## config.mk

```make
export PLATFORM = sky130hd
export DESIGN_NAME = logic_unit_arbiter_flat
export DESIGN_NICKNAME = d
export VERILOG_FILES = /design/src/rtl/logic_unit_arbiter_if.sv /design/src/rtl/logic_unit_arbiter.sv /design/src/flat_wrapper.sv
export SDC_FILE = /design/constraint.sdc
export NUM_CORES = 1
export LEC_CHECK = 0
export BUFFER_PORTS_ARGS = -buffer_cell sky130_fd_sc_hd__buf_2
export CAP_MARGIN = 20
export CORE_MARGIN = 3
export CORE_UTILIZATION = 50
export DETAILED_ROUTE_END_ITERATION = 16
export PLACE_DENSITY = 0.88
export SLEW_MARGIN = 20
export SYNTH_ARGS = -nofsm -noshare
export SYNTH_HDL_FRONTEND = slang
export SYNTH_SLANG_ARGS = --single-unit
```

## constraint.sdc

```tcl
create_clock -name clk -period 6.06 [get_ports clk]
set_clock_uncertainty 0.15 [all_clocks]
set_input_delay 0.606 -clock clk [delete_from_list [all_inputs] [get_ports clk]]
set_output_delay 0.606 -clock clk [all_outputs]
set_load 0.01 [all_outputs]
```

## src/rtl/logic_unit_arbiter_if.sv

```systemverilog
// Bundle between the logic-unit arbiter and its neighbours: two command ports,
// the shared logic-unit pins and the registered response port.
interface logic_unit_arbiter_if #(
  parameter int WIDTH = 16
);
  logic [1:0]            req_valid;
  logic [1:0][1:0]       req_fun;
  logic [1:0][WIDTH-1:0] req_a;
  logic [1:0][WIDTH-1:0] req_b;
  logic [1:0]            req_ready;

  logic                  lu_en;
  logic [1:0]            lu_fun;
  logic [WIDTH-1:0]      lu_in1;
  logic [WIDTH-1:0]      lu_in2;
  logic [WIDTH-1:0]      lu_out;
  logic                  lu_flag;

  logic                  rsp_valid;
  logic                  rsp_id;
  logic [WIDTH-1:0]      rsp_data;
  logic                  rsp_err;
  logic                  rsp_ready;

  // slave: the arbiter itself
  modport slave (
    input  req_valid, req_fun, req_a, req_b, lu_out, lu_flag, rsp_ready,
    output req_ready, lu_en, lu_fun, lu_in1, lu_in2,
           rsp_valid, rsp_id, rsp_data, rsp_err
  );

  // master: requesters, logic unit and response consumer
  modport master (
    output req_valid, req_fun, req_a, req_b, lu_out, lu_flag, rsp_ready,
    input  req_ready, lu_en, lu_fun, lu_in1, lu_in2,
           rsp_valid, rsp_id, rsp_data, rsp_err
  );
endinterface

```

## src/rtl/logic_unit_arbiter.sv

```systemverilog
// Round-robin sequencer sharing one combinational logic unit between two
// requesters; one op in flight, result held in a backpressured response reg.
module logic_unit_arbiter #(
  parameter int WIDTH     = 16,
  parameter int CNT_WIDTH = 8
) (
  input  logic                 clk,
  input  logic                 rst,
  logic_unit_arbiter_if.slave  bus,
  output logic                 busy_o,
  output logic [CNT_WIDTH-1:0] op_count_o
);
  typedef enum logic [1:0] {IDLE, ISSUE, RESP} state_e;

  state_e               state_q, state_d;
  logic [1:0]           fun_q;
  logic [WIDTH-1:0]     a_q, b_q;
  logic                 id_q, last_id_q;
  logic                 rsp_valid_q, rsp_id_q, rsp_err_q;
  logic [WIDTH-1:0]     rsp_data_q;
  logic [CNT_WIDTH-1:0] cnt_q, cnt_d;

  logic                 grant, hs, lu_en, rsp_fire;
  logic [1:0]           ready;

  // On a tie the requester that did not win last time gets the slot.
  always_comb grant = (bus.req_valid == 2'b11) ? ~last_id_q : bus.req_valid[1];

  for (genvar i = 0; i < 2; i++) begin : g_rdy
    assign ready[i] = (state_q == IDLE) & bus.req_valid[i] & (grant == (i == 1));
  end

  assign hs       = |ready;
  assign rsp_fire = (state_q == RESP) & bus.rsp_ready;
  assign cnt_d    = cnt_q + 1'b1;

  always_comb begin
    state_d = state_q;
    lu_en   = 1'b0;
    unique case (state_q)
      IDLE:    if (hs) state_d = ISSUE;
      ISSUE: begin
        lu_en   = 1'b1;
        state_d = RESP;
      end
      RESP:    if (bus.rsp_ready) state_d = IDLE;
      default: state_d = IDLE;
    endcase
  end

  always_ff @(posedge clk or posedge rst) begin
    if (rst) begin
      state_q     <= IDLE;
      fun_q       <= '0;
      a_q         <= '0;
      b_q         <= '0;
      id_q        <= 1'b0;
      last_id_q   <= 1'b1;
      rsp_valid_q <= 1'b0;
      rsp_id_q    <= 1'b0;
      rsp_err_q   <= 1'b0;
      rsp_data_q  <= '0;
      cnt_q       <= '0;
    end else begin
      state_q <= state_d;
      if (hs) begin
        fun_q     <= bus.req_fun[grant];
        a_q       <= bus.req_a[grant];
        b_q       <= bus.req_b[grant];
        id_q      <= grant;
        last_id_q <= grant;
      end
      if (state_q == ISSUE) begin
        rsp_data_q  <= bus.lu_out;
        rsp_err_q   <= ~bus.lu_flag;
        rsp_id_q    <= id_q;
        rsp_valid_q <= 1'b1;
      end
      if (rsp_fire) begin
        rsp_valid_q <= 1'b0;
        cnt_q       <= cnt_d;
      end
    end
  end

  assign bus.req_ready = ready;
  assign bus.lu_en     = lu_en;
  assign bus.lu_fun    = fun_q;
  assign bus.lu_in1    = a_q;
  assign bus.lu_in2    = b_q;
  assign bus.rsp_valid = rsp_valid_q;
  assign bus.rsp_id    = rsp_id_q;
  assign bus.rsp_data  = rsp_data_q;
  assign bus.rsp_err   = rsp_err_q;
  assign busy_o        = (state_q != IDLE);
  assign op_count_o    = cnt_q;
endmodule

```

## src/flat_wrapper.sv

```systemverilog
// flat-port wrapper written by rule: the top's interface ports become plain ports
module logic_unit_arbiter_flat 
#(
  parameter int WIDTH     = 16,
  parameter int CNT_WIDTH = 8
)
  (clk, rst, busy_o, op_count_o, bus_req_valid, bus_req_fun, bus_req_a, bus_req_b, bus_lu_out, bus_lu_flag, bus_rsp_ready, bus_req_ready, bus_lu_en, bus_lu_fun, bus_lu_in1, bus_lu_in2, bus_rsp_valid, bus_rsp_id, bus_rsp_data, bus_rsp_err);
  logic_unit_arbiter_if #(.WIDTH(WIDTH)) bus_i ();
  input  logic clk;
  input  logic rst;
  output logic busy_o;
  output logic [CNT_WIDTH-1:0] op_count_o;
  input wire logic [$bits(bus_i.req_valid)-1:0] bus_req_valid;
  input wire logic [$bits(bus_i.req_fun)-1:0] bus_req_fun;
  input wire logic [$bits(bus_i.req_a)-1:0] bus_req_a;
  input wire logic [$bits(bus_i.req_b)-1:0] bus_req_b;
  input wire logic [$bits(bus_i.lu_out)-1:0] bus_lu_out;
  input wire logic [$bits(bus_i.lu_flag)-1:0] bus_lu_flag;
  input wire logic [$bits(bus_i.rsp_ready)-1:0] bus_rsp_ready;
  output wire logic [$bits(bus_i.req_ready)-1:0] bus_req_ready;
  output wire logic [$bits(bus_i.lu_en)-1:0] bus_lu_en;
  output wire logic [$bits(bus_i.lu_fun)-1:0] bus_lu_fun;
  output wire logic [$bits(bus_i.lu_in1)-1:0] bus_lu_in1;
  output wire logic [$bits(bus_i.lu_in2)-1:0] bus_lu_in2;
  output wire logic [$bits(bus_i.rsp_valid)-1:0] bus_rsp_valid;
  output wire logic [$bits(bus_i.rsp_id)-1:0] bus_rsp_id;
  output wire logic [$bits(bus_i.rsp_data)-1:0] bus_rsp_data;
  output wire logic [$bits(bus_i.rsp_err)-1:0] bus_rsp_err;
  assign bus_i.req_valid = bus_req_valid;
  assign bus_i.req_fun = bus_req_fun;
  assign bus_i.req_a = bus_req_a;
  assign bus_i.req_b = bus_req_b;
  assign bus_i.lu_out = bus_lu_out;
  assign bus_i.lu_flag = bus_lu_flag;
  assign bus_i.rsp_ready = bus_rsp_ready;
  assign bus_req_ready = bus_i.req_ready;
  assign bus_lu_en = bus_i.lu_en;
  assign bus_lu_fun = bus_i.lu_fun;
  assign bus_lu_in1 = bus_i.lu_in1;
  assign bus_lu_in2 = bus_i.lu_in2;
  assign bus_rsp_valid = bus_i.rsp_valid;
  assign bus_rsp_id = bus_i.rsp_id;
  assign bus_rsp_data = bus_i.rsp_data;
  assign bus_rsp_err = bus_i.rsp_err;
  logic_unit_arbiter #(.WIDTH(WIDTH), .CNT_WIDTH(CNT_WIDTH)) u_core (.clk(clk), .rst(rst), .bus(bus_i), .busy_o(busy_o), .op_count_o(op_count_o));
endmodule
```

==> metrics.txt <==
# Post-CTS Setup Buffers 0; maxcap violations 0; cell count after synthesis 236; Slew Limit Fails 0; Final GP Congestion 0.792; async set or reset register ratio after synthesis 100%; Warnings, synthesis 0; predominant post-synthesis flop cell dfrtp_1; I/O pin count 155; Psw 0.723 mW; Final Cycle Share 51.0%; die area 7300 um2; vias in the first global route 2,335; syn avg cell area around 13 um2; Initial Util 52.3%; TritonCTS clock tree done; first-pass GRT wire length 10.9 mm; Netlist cell types 27; Syn Std Cell Area 3150 um2; critical path startpoint category flip-flop; DR vias/cell 4.96; DRT Pass-1 Iters 4; die span in x approximately 85 um; clock power share 18.9%; CTS max path bufs 2; worst-skew pair later-pin latency ~330 ps; sequential area share after synthesis 51.6%; layout overhead on the synthesized area 31.3%; Worst Setup Path Type flip-flop to output pin; via count 2,330; largest net degree at the start of global routing 66; layout cell share with drive strength beyond 1 61.5%; leakage ~2.3 nW; commonest non-fill, non-tap cell in the layout buf_2; Synth Register Bits 65; antenna cells 0; DRT iter0 DRCs 46; Reg clk slew, reported paths 70 ps; Slew HR 46.9%; Core ar. 6030 um2; # setup viols final 0; worst-margin pin slew between 700 and 800 ps; routed wire length per instance roughly 14 um; crit-path max FO 21; most frequent cells in the layout buf_2, dfrtp_1, mux2_4, nand2_1, mux2_2; final hold violation count 0; initial antenna violation count 0; ANT nets after route 0; combinational power share about 44%; Final nets 481; all-layer global routing usage 19.1%; sequential share of power between 30 and 40%; Die Y 85.4 um; Critical Path End Type output pin; grt total ovfl 0; clock sinks 65; HP Class primary input to flip-flop; total negative setup slack 0 ps; status complete, no violations; fmax 324 MHz; switching part of the total a little over a third; Core Util, Final 68.7%; cts repair resizes 0; hold buffer count at CTS 0; Routed WL 6.75 mm; Tmin final just over 3000 ps; CTS root buf clkbuf_8; RSZ-0062 raised after global routing no; detailed-route DRC error count 0; CTS Buf Count 9; cell row count 28; syn_nets 327; Buffers on Ports approximately 150; CP required roughly 5300 ps; CP arrival 2330 ps; worst vdd ir 393 uV; Internal between 1 and 1.5 mW; pwr/cell area 503 nW/um2; EDFF count, synth 0; CTS H-tree lvls 3; hpwl dp 4.92 mm
[power groups by stage]
stage          registers, mW  logic (mW)  clock network, mW
2_1_floorplan          0.859       0.545                  0
3_3_place_gp           0.768       0.902                  0
3_5_place_dp           0.773       0.936                  0
4_1_cts                0.772       0.936              0.400
5_1_grt                0.803        1.00              0.420
6_report               0.774       0.916              0.393
[state kept, by name, summed over array words and instances, names as in the netlist]
signal,cells
u_core.bus.rsp_data,16
u_core.last_id_q,1
u_core.bus.lu_in1,16
u_core.op_count_o,8
u_core.id_q,1
u_core.bus.rsp_err,1
u_core.bus.lu_fun,2
u_core.bus.rsp_valid,1
u_core.bus.rsp_id,1
u_core.bus.lu_in2,16
u_core.state_q,2
[cell families after synthesis]
kind of cell / share of synthesized area [%]
AOI/OAI and AO/OA: 1.47
xor gates and xnor gates: 1.94
adders and majority gates: 0.397
buffers and inverters: 3.81
DFF: 51.6
muxes: 31.3
and+or+nand+nor: 9.48
[Yosys cell counts (all sizes together) (2+ instances only)]
cell type   n  area [um2]
o21ai       2        10.0
nand4       3        18.8
clkbuf      4        15.0
nand2      56         210
nor3        3        15.0
dfrtp      64        1600
nor2        5        18.8
mux2       69         987
nand2b      2        12.5
xnor2       2        17.5
buf         8        93.8
xor2        5        43.8
inv         2        7.51
[path summary, 6_finish.rpt]
kind,from,end,slack [ps],depth (start not counted)
max,u_core.state_q[1],bus_lu_en,2970,3
min,bus_lu_out[10],u_core.bus.rsp_data[10],310,3
max reg2reg,u_core.state_q[1],u_core.bus.rsp_id,3790,4
min reg2reg,u_core.op_count_o[7],u_core.op_count_o[7],320,1
max in group asynchronous,rst,u_core.bus.rsp_data[3],4880,3
min in group asynchronous,rst,u_core.op_count_o[4],370,3
[through the flow]
step	total power [mW]	setup slack [ps]	cells	area [um2]	hold slack [ps]
2_1_floorplan	1.40	3680	236	3150	289
3_3_place_gp	1.67	3240	454	3920	302
3_5_place_dp	1.71	3170	454	3920	308
4_1_cts	2.11	2960	470	4130	294
5_1_grt	2.23	2720	470	4140	308
6_report	2.08	2970	470	4140	313
[metal layers]
layer	vias up	wire, um	share of wire, %	global-route usage (%)
met5	-	0	0	0
met4	0	74	1.1	5.90
met2	114	3310	49	31.1
li1	1100	-	-	-
met1	1106	2740	41	23.8
met3	10	629	9.3	6.80
[worst max-delay path, cell delays in order (launching register included)]
cell	delay, ps
dfrtp_1	440
nand2b_1	600
clkinv_1	640
buf_2	320
[area by class of cell]
| cell class | count | area, um2 |
|---|---|---|
| Clock buffer | 10 | 128 |
| Sequential cell | 65 | 1630 |
| Tap cell | 75 | 93.8 |
| Fill cell | 441 | 1880 |
| Inverter | 3 | 11.3 |
| Multi-Input combinational cell | 156 | 1420 |
| Clock inverter | 6 | 82.6 |
| Timing Repair Buffer | 155 | 778 |
Note: power is estimated with default switching activity, not from simulation.
